File: src/rtl/riscv_pma_cfg_regs.sv
// PMA configuration register bank: shadow registers written over a simple register port,
// atomically committed to the active pma_cfg/pma_adr arrays once the memory pipeline is idle.
// Optional feature macro: RV12_PMA_LOCK_EN (per-entry set-only lock bits).

package riscv_pma_cfg_pkg;
    typedef enum logic [1:0] {
        A_OFF   = 2'd0,
        A_TOR   = 2'd1,
        A_NA4   = 2'd2,
        A_NAPOT = 2'd3
    } pmacfg_a_t;

    typedef struct packed {
        logic [1:0] mem_type;
        logic       r;
        logic       w;
        logic       x;
        logic       c;
        logic       cc;
        logic       ri;
        logic       wi;
        logic       m;
        logic [1:0] amo_type;
        pmacfg_a_t  a;
    } pmacfg_t;
endpackage

module riscv_pma_cfg_regs
    import riscv_pma_cfg_pkg::*;
#(
    parameter int                           XLEN        = 32,
    parameter int                           PMA_CNT     = 16,
    parameter pmacfg_t [PMA_CNT-1:0]        PMA_CFG_RST = '0,
    parameter logic [PMA_CNT-1:0][XLEN-1:0] PMA_ADR_RST = '0,
    localparam int                          AW          = $clog2(2*PMA_CNT+2)
) (
    input  logic                           clk_i,
    input  logic                           rst_i,
    input  logic                           reg_req_i,
    input  logic                           reg_we_i,
    input  logic [AW-1:0]                  reg_adr_i,
    input  logic [XLEN-1:0]                reg_wdata_i,
    output logic                           reg_ack_o,
    output logic                           reg_err_o,
    output logic [XLEN-1:0]                reg_rdata_o,
    input  logic                           pipe_idle_i,
    output logic                           cfg_hold_o,
    output logic                           cfg_updated_o,
    output pmacfg_t [PMA_CNT-1:0]          pma_cfg_o,
    output logic [PMA_CNT-1:0][XLEN-1:0]   pma_adr_o
);

    localparam int IW    = (PMA_CNT > 1) ? $clog2(PMA_CNT) : 1;
    localparam int CFG_W = $bits(pmacfg_t);

    typedef enum logic [1:0] {
        ST_IDLE      = 2'd0,
        ST_WAIT_IDLE = 2'd1,
        ST_COMMIT    = 2'd2
    } state_t;

    state_t                         state_q, state_d;
    pmacfg_t [PMA_CNT-1:0]          shd_cfg_q, act_cfg_q;
    logic [PMA_CNT-1:0][XLEN-1:0]   shd_adr_q, act_adr_q;
    logic                           ack_q, err_q, hold_q, upd_q;
    logic [XLEN-1:0]                rdata_q;

    logic                           accept_s, busy_s, wr_ok_s;
    logic                           is_cfg_s, is_adr_s, is_ctrl_s, is_lock_s, bad_s;
    logic                           locked_s;
    logic [AW-1:0]                  adr_off_s;
    logic [IW-1:0]                  idx_s;
    logic [XLEN-1:0]                lock_rd_s;
    logic                           err_d;
    logic [XLEN-1:0]                rdata_d;

    // Address decode of the register map
    always_comb begin
        adr_off_s = reg_adr_i - AW'(PMA_CNT);
        is_cfg_s  = (reg_adr_i < AW'(PMA_CNT));
        is_adr_s  = ~is_cfg_s & (reg_adr_i < AW'(2*PMA_CNT));
        is_ctrl_s = (reg_adr_i == AW'(2*PMA_CNT));
        is_lock_s = (reg_adr_i == AW'(2*PMA_CNT+1));
        bad_s     = (reg_adr_i > AW'(2*PMA_CNT+1));
        if (is_cfg_s) begin
            idx_s = IW'(reg_adr_i);
        end else begin
            idx_s = IW'(adr_off_s);
        end
    end

`ifdef RV12_PMA_LOCK_EN
    logic [PMA_CNT-1:0] lock_q;
    logic [IW-1:0]      nxt_s;

    // Lock check; a TOR entry's base lives in the previous adr register, so that is covered too
    always_comb begin
        nxt_s     = idx_s + IW'(1);
        lock_rd_s = XLEN'(lock_q);
        locked_s  = 1'b0;
        if (is_cfg_s) begin
            locked_s = lock_q[idx_s];
        end else if (is_adr_s) begin
            if (lock_q[idx_s]) begin
                locked_s = 1'b1;
            end else if ((int'(idx_s) < PMA_CNT-1) && lock_q[nxt_s] &&
                         (shd_cfg_q[nxt_s].a == A_TOR)) begin
                locked_s = 1'b1;
            end else begin
                locked_s = 1'b0;
            end
        end else begin
            locked_s = 1'b0;
        end
    end

    // Set-only lock bits, cleared only by reset
    always_ff @(posedge clk_i) begin
        if (rst_i) begin
            lock_q <= '0;
        end else if (wr_ok_s && is_lock_s) begin
            lock_q <= lock_q | reg_wdata_i[PMA_CNT-1:0];
        end else begin
            lock_q <= lock_q;
        end
    end
`else
    // Lock feature absent: nothing is ever locked, LOCK reads zero
    always_comb begin
        locked_s  = 1'b0;
        lock_rd_s = '0;
    end
`endif

    // Access acceptance, error and read-data generation
    always_comb begin
        accept_s = reg_req_i & ~ack_q;
        busy_s   = (state_q != ST_IDLE);
        wr_ok_s  = accept_s & reg_we_i & ~bad_s & ~busy_s & ~locked_s;
        err_d    = 1'b0;
        rdata_d  = '0;
        if (!accept_s) begin
            err_d = 1'b0;
        end else if (bad_s) begin
            err_d = 1'b1;
        end else if (reg_we_i) begin
            err_d = busy_s | locked_s;
        end else begin
            if (is_cfg_s) begin
                rdata_d = XLEN'(shd_cfg_q[idx_s]);
            end else if (is_adr_s) begin
                rdata_d = shd_adr_q[idx_s];
            end else if (is_ctrl_s) begin
                rdata_d = {{(XLEN-2){1'b0}}, busy_s, 1'b0};
            end else begin
                rdata_d = lock_rd_s;
            end
        end
    end

    // Commit FSM next-state logic
    always_comb begin
        state_d = state_q;
        case (state_q)
            ST_IDLE: begin
                if (wr_ok_s && is_ctrl_s && reg_wdata_i[0]) begin
                    state_d = ST_WAIT_IDLE;
                end else begin
                    state_d = ST_IDLE;
                end
            end
            ST_WAIT_IDLE: begin
                if (pipe_idle_i) begin
                    state_d = ST_COMMIT;
                end else begin
                    state_d = ST_WAIT_IDLE;
                end
            end
            ST_COMMIT: state_d = ST_IDLE;
            default:   state_d = ST_IDLE;
        endcase
    end

    // State, handshake outputs, shadow writes and shadow->active copy
    always_ff @(posedge clk_i) begin
        if (rst_i) begin
            state_q   <= ST_IDLE;
            ack_q     <= 1'b0;
            err_q     <= 1'b0;
            hold_q    <= 1'b0;
            upd_q     <= 1'b0;
            rdata_q   <= '0;
            shd_cfg_q <= PMA_CFG_RST;
            act_cfg_q <= PMA_CFG_RST;
            shd_adr_q <= PMA_ADR_RST;
            act_adr_q <= PMA_ADR_RST;
        end else begin
            state_q <= state_d;
            ack_q   <= accept_s;
            err_q   <= err_d;
            rdata_q <= rdata_d;
            hold_q  <= (state_d != ST_IDLE);
            upd_q   <= (state_q == ST_COMMIT);
            if (wr_ok_s && is_cfg_s) begin
                shd_cfg_q[idx_s] <= pmacfg_t'(reg_wdata_i[CFG_W-1:0]);
            end
            if (wr_ok_s && is_adr_s) begin
                shd_adr_q[idx_s] <= reg_wdata_i;
            end
            if (state_q == ST_COMMIT) begin
                act_cfg_q <= shd_cfg_q;
                act_adr_q <= shd_adr_q;
            end
        end
    end

    assign reg_ack_o     = ack_q;
    assign reg_err_o     = err_q;
    assign reg_rdata_o   = rdata_q;
    assign cfg_hold_o    = hold_q;
    assign cfg_updated_o = upd_q;
    assign pma_cfg_o     = act_cfg_q;
    assign pma_adr_o     = act_adr_q;

endmodule

File: config.mk
export PLATFORM = sky130hd
export DESIGN_NAME = riscv_pma_cfg_regs
export DESIGN_NICKNAME = d
export VERILOG_FILES = /design/src/rtl/riscv_pma_cfg_regs.sv
export SDC_FILE = /design/constraint.sdc
export NUM_CORES = 2
export LEC_CHECK = 0
export CAP_MARGIN = 0
export CORE_MARGIN = 2
export CORE_UTILIZATION = 59
export DETAILED_ROUTE_END_ITERATION = 8
export GPL_TIMING_DRIVEN = 0
export MAX_ROUTING_LAYER = met4
export PLACE_DENSITY = 0.85
export SKIP_LAST_GASP = 1
export SLEW_MARGIN = 5
export SYNTH_ARGS = -nofsm -noshare
export SYNTH_HDL_FRONTEND = slang
export SYNTH_SLANG_ARGS = --single-unit
export TNS_END_PERCENT = 10
File: constraint.sdc
create_clock -name clk_i -period 4.2 [get_ports clk_i]
set_input_delay 0.42 -clock clk_i [delete_from_list [all_inputs] [get_ports clk_i]]
set_output_delay 0.42 -clock clk_i [all_outputs]
set_load 0.02 [all_outputs]
==> results.py <==
metrics = {
    "outcome": {
        "outcome": "finished with violations",
        "violations": "design-rule violations, max-capacitance violations, max-slew violations",
    },
    "detailed_routing": {
        "firstDrtPassIters": 9,
        "drc_errors": 1,
        "wl_met1_um": 92160,
        "viasPerCell": 6.573,
        "wl_um": 278800,
        "met2_length_um": 116500,
        "routedWlPerCell_um": 30.13,
        "vias": 60820,
        "final_antenna_net_count": 0,
        "maxUsedRoutingLayer": "met4",
        "dr_wl_met3_um": 40770,
        "drt_iter0_drc": 10320,
    },
    "clock_network": {
        "cts_sinks": 1510,
        "post-cts-setup-buffers": 0,
        "hold_buffers": 0,
        "htreeDepth": 4,
        "clock_latency_ns": 0.81,
        "clk_pin_slew_ns": 0.07,
        "cts_tree": "done",
        "cts_buffers": 148,
        "ctsLongestPathBuffers": 3,
        "cts_root_buf": "clkbuf_16",
        "cts-resized-gates": 0,
    },
    "finish": {
        "drive_above_1_share": 0.07295,
        "final_nets": 7869,
        "fin_util": 0.7440,
        "fillCellCount": 6976,
        "design_area_mm2": 0.07301,
        "instances_no_fill": 9253,
        "syn_to_final_growth_pct": 25.35,
    },
    "logic_synthesis": {
        "synth_fp_nets": 6911,
        "synth_area_mm2": 0.05825,
        "synthArstFlopShare": 0,
        "synth_edf_count": 0,
        "synth_area_leaders": "dfxtp_1, nand2_1, a21oi_1",
        "synth_flop_cell": "dfxtp_1",
        "synthCells": 6868,
        "synth_area_leader_cell": "dfxtp_1",
        "yosysUniqueCellTypes": 48,
        "synth_common_cells": "nand2_1, dfxtp_1, a21oi_1, clkbuf_1, nand3_1",
        "synth.most_common_cell": "nand2_1",
        "synth_seq_cells": 1510,
        "yosys.area.top_type_share": 0.5190,
        "synth.avg_cell_area_um2": 8.481,
        "synth_warnings": 0,
        "ys_seq_area_frac": 0.5190,
    },
    "setup_path": {
        "cp-start-kind": "flip-flop",
        "cp_num_buf_inv": 5,
        "crit_family": "buffers and inverters",
        "regToRegSetupSlack_ns": 0.08,
        "setup.worst_path.start": "state_q[1]",
        "rr_worst_depth": 8,
        "r2r_start": "state_q[1]",
        "slowest_stage": "clkbuf_1",
        "criticalPathCategory": "reg -> reg",
        "required_ns": 4.93,
        "endpoint": "pma_adr_o[152]",
        "worst-path-stages": 8,
        "crit_top_cell": "clkbuf_1",
        "critical_path.cell_chain": "buf_2, nor2b_1, clkbuf_1, clkbuf_1, clkbuf_1, clkbuf_1, nand2_1, a21oi_1",
        "worstPathArrival_ns": 4.85,
        "worstPathMaxFanout": 10,
        "r2r-end": "pma_adr_o[152]",
        "slowest_delay_ns": 0.89,
        "critPathCaptureType": "flip-flop",
    },
    "grt": {
        "grt_pass1_wl_um": 392200,
        "antenna_found_initial": 22,
        "grt_max_degree": 17,
        "grt_pass1_vias": 57110,
        "grt_overflow_total": 0,
        "grt_use_total": 0.5477,
    },
    "sta": {
        "tightest_slew_ns": 1.509,
        "finalWorstPathRequiredPeriod_ns": 4.115,
        "final-hold-violation-count": 0,
        "fmax_mhz": 243.0,
        "grt_setup_unrepaired": "no",
        "setup_tns_ns": 0,
        "slew_headroom": -0.006152,
        "finClkSkew_ns": 0.03002,
        "maxSlewViolCount": 11,
        "fin_ws_ns": 0.08470,
        "finalSetupViolCount": 0,
        "min_period_over_period": 0.9798,
    },
    "place": {
        "io_buffer_count": 808,
        "place_inst": 8963,
        "dp_slack_ns": 0.2494,
        "gp_congestion": 1.100,
        "dp_hpwl_um": 210100,
        "dpl_cell_area_mm2": 0.06794,
    },
    "pwr": {
        "p_leak_nw": 24.27,
        "peakVddDrop_uv": 384.6,
        "sw_frac_of_total": 0.2348,
        "intPower_mw": 22.61,
        "combinationalPowerShare": 0.041,
        "seq_power_share": 0.486,
        "powerDensity_mw_per_mm2": 404.6,
        "power_switching_mw": 6.936,
        "clkPwrFrac": 0.473,
    },
    "floorplanning": {
        "fp.dieArea_mm2": 0.1013,
        "die_w_um": 318.2,
        "start_util": 0.5935,
        "core_mm2": 0.09813,
        "row_count": 115,
        "ioPinCount": 815,
        "die_h_um": 318.2,
    },
    "flow_run": {
        "cap_violations": 1,
    },
    "hold_path": {
        "holdCritPathClass": "in -> reg",
    },
}
==> sequential cells by signal, indices dropped and copies added, names as in the netlist <==
register	count
reg_rdata_o	32
pma_adr_o	512
shd_cfg_q	224
cfg_hold_o	1
reg_ack_o	1
cfg_updated_o	1
shd_adr_q	512
state_q	2
pma_cfg_o	224
reg_err_o	1
==> routing by layer <==
metal / global-route usage / vias to the layer above
met5: - / -
met4: 0.4460 / 0
met3: 0.1959 / 1624
met2: 0.7793 / 5502
met1: 0.6195 / 28670
li1: - / 25020
==> stage by stage <==
| stage | hold WS [ns] | power [mW] |
|---|---|---|
| after CTS | 0.05489 | 29.26 |
| after detailed placement | 0.4456 | 15.79 |
| after global placement | 0.4432 | 15.78 |
| final | 0.04822 | 29.54 |
| after global routing | 0.06883 | 29.96 |
| after floorplan | 0.4382 | 15.25 |
==> worst min-delay path by stage <==
stage                              start              to  slack (ns)  cells after the start
after global routing      reg_wdata_i[0]  shd_cfg_q[210]        0.07                      3
final                     reg_wdata_i[0]  shd_cfg_q[196]        0.05                      3
after CTS                 reg_wdata_i[0]  shd_cfg_q[196]        0.05                      3
after detailed placement  pma_adr_o[233]  pma_adr_o[233]        0.45                      2
after floorplan           shd_cfg_q[140]  pma_cfg_o[140]        0.44                      2
after global placement     pma_adr_o[21]   pma_adr_o[21]        0.44                      2
==> kinds of logic after synthesis <==
kind of cell	Yosys count	share of synthesized area
and+or+nand+nor	2727	0.1877
buffers and inverters	653	0.04666
muxes	367	0.1061
DFF	1510	0.5190
AOI/OAI and AO/OA	1611	0.1406
==> worst register-to-register path, delay by kind of cell, from the launching register on <==
family                 cells  cell delay [ns]
and+or+nand+nor            2             0.38
DFF                        1             0.31
AOI/OAI and AO/OA          1             0.22
buffers and inverters      5             3.13
==> area by class of cell <==
class	instances	area [um^2]	area share
sequential	1510	30230	0.4140
multi-input combinational	4705	25300	0.3465
timing repair buffer	808	8088	0.1108
clock buffer	203	4183	0.05729
buffer	650	2708	0.03708
tap	1287	1610	0.02205
clock inverter	58	812.0	0.01112
antenna	29	72.57	0.0009939
inverter	3	11.26	0.0001542
==> power by group through the flow <==
stage | Sequential, mW | Combinational [mW] | Clock, mW
finish | 14.3 | 1.22 | 14.0
floorplan | 14.7 | 0.590 | 0
global route | 14.3 | 1.21 | 14.4
detailed placement | 14.7 | 1.12 | 0
global placement | 14.7 | 1.11 | 0
CTS | 14.3 | 1.13 | 13.8
==> placed cells by master (no fill, tap or decap), drive strengths merged, types with 24 or more instances in the layout <==
cell type and count:
nand2 2307, a21oi 1362, buf 146, nor2 115, dfxtp 1510, nand3 214
mux2i 166, clkdlybuf4s50 808, diode 29, clkinv 30, mux4 200, o21ai 212
clkbuf 707, nand4 24
No activity file was read; power rests on OpenSTA's default activity.
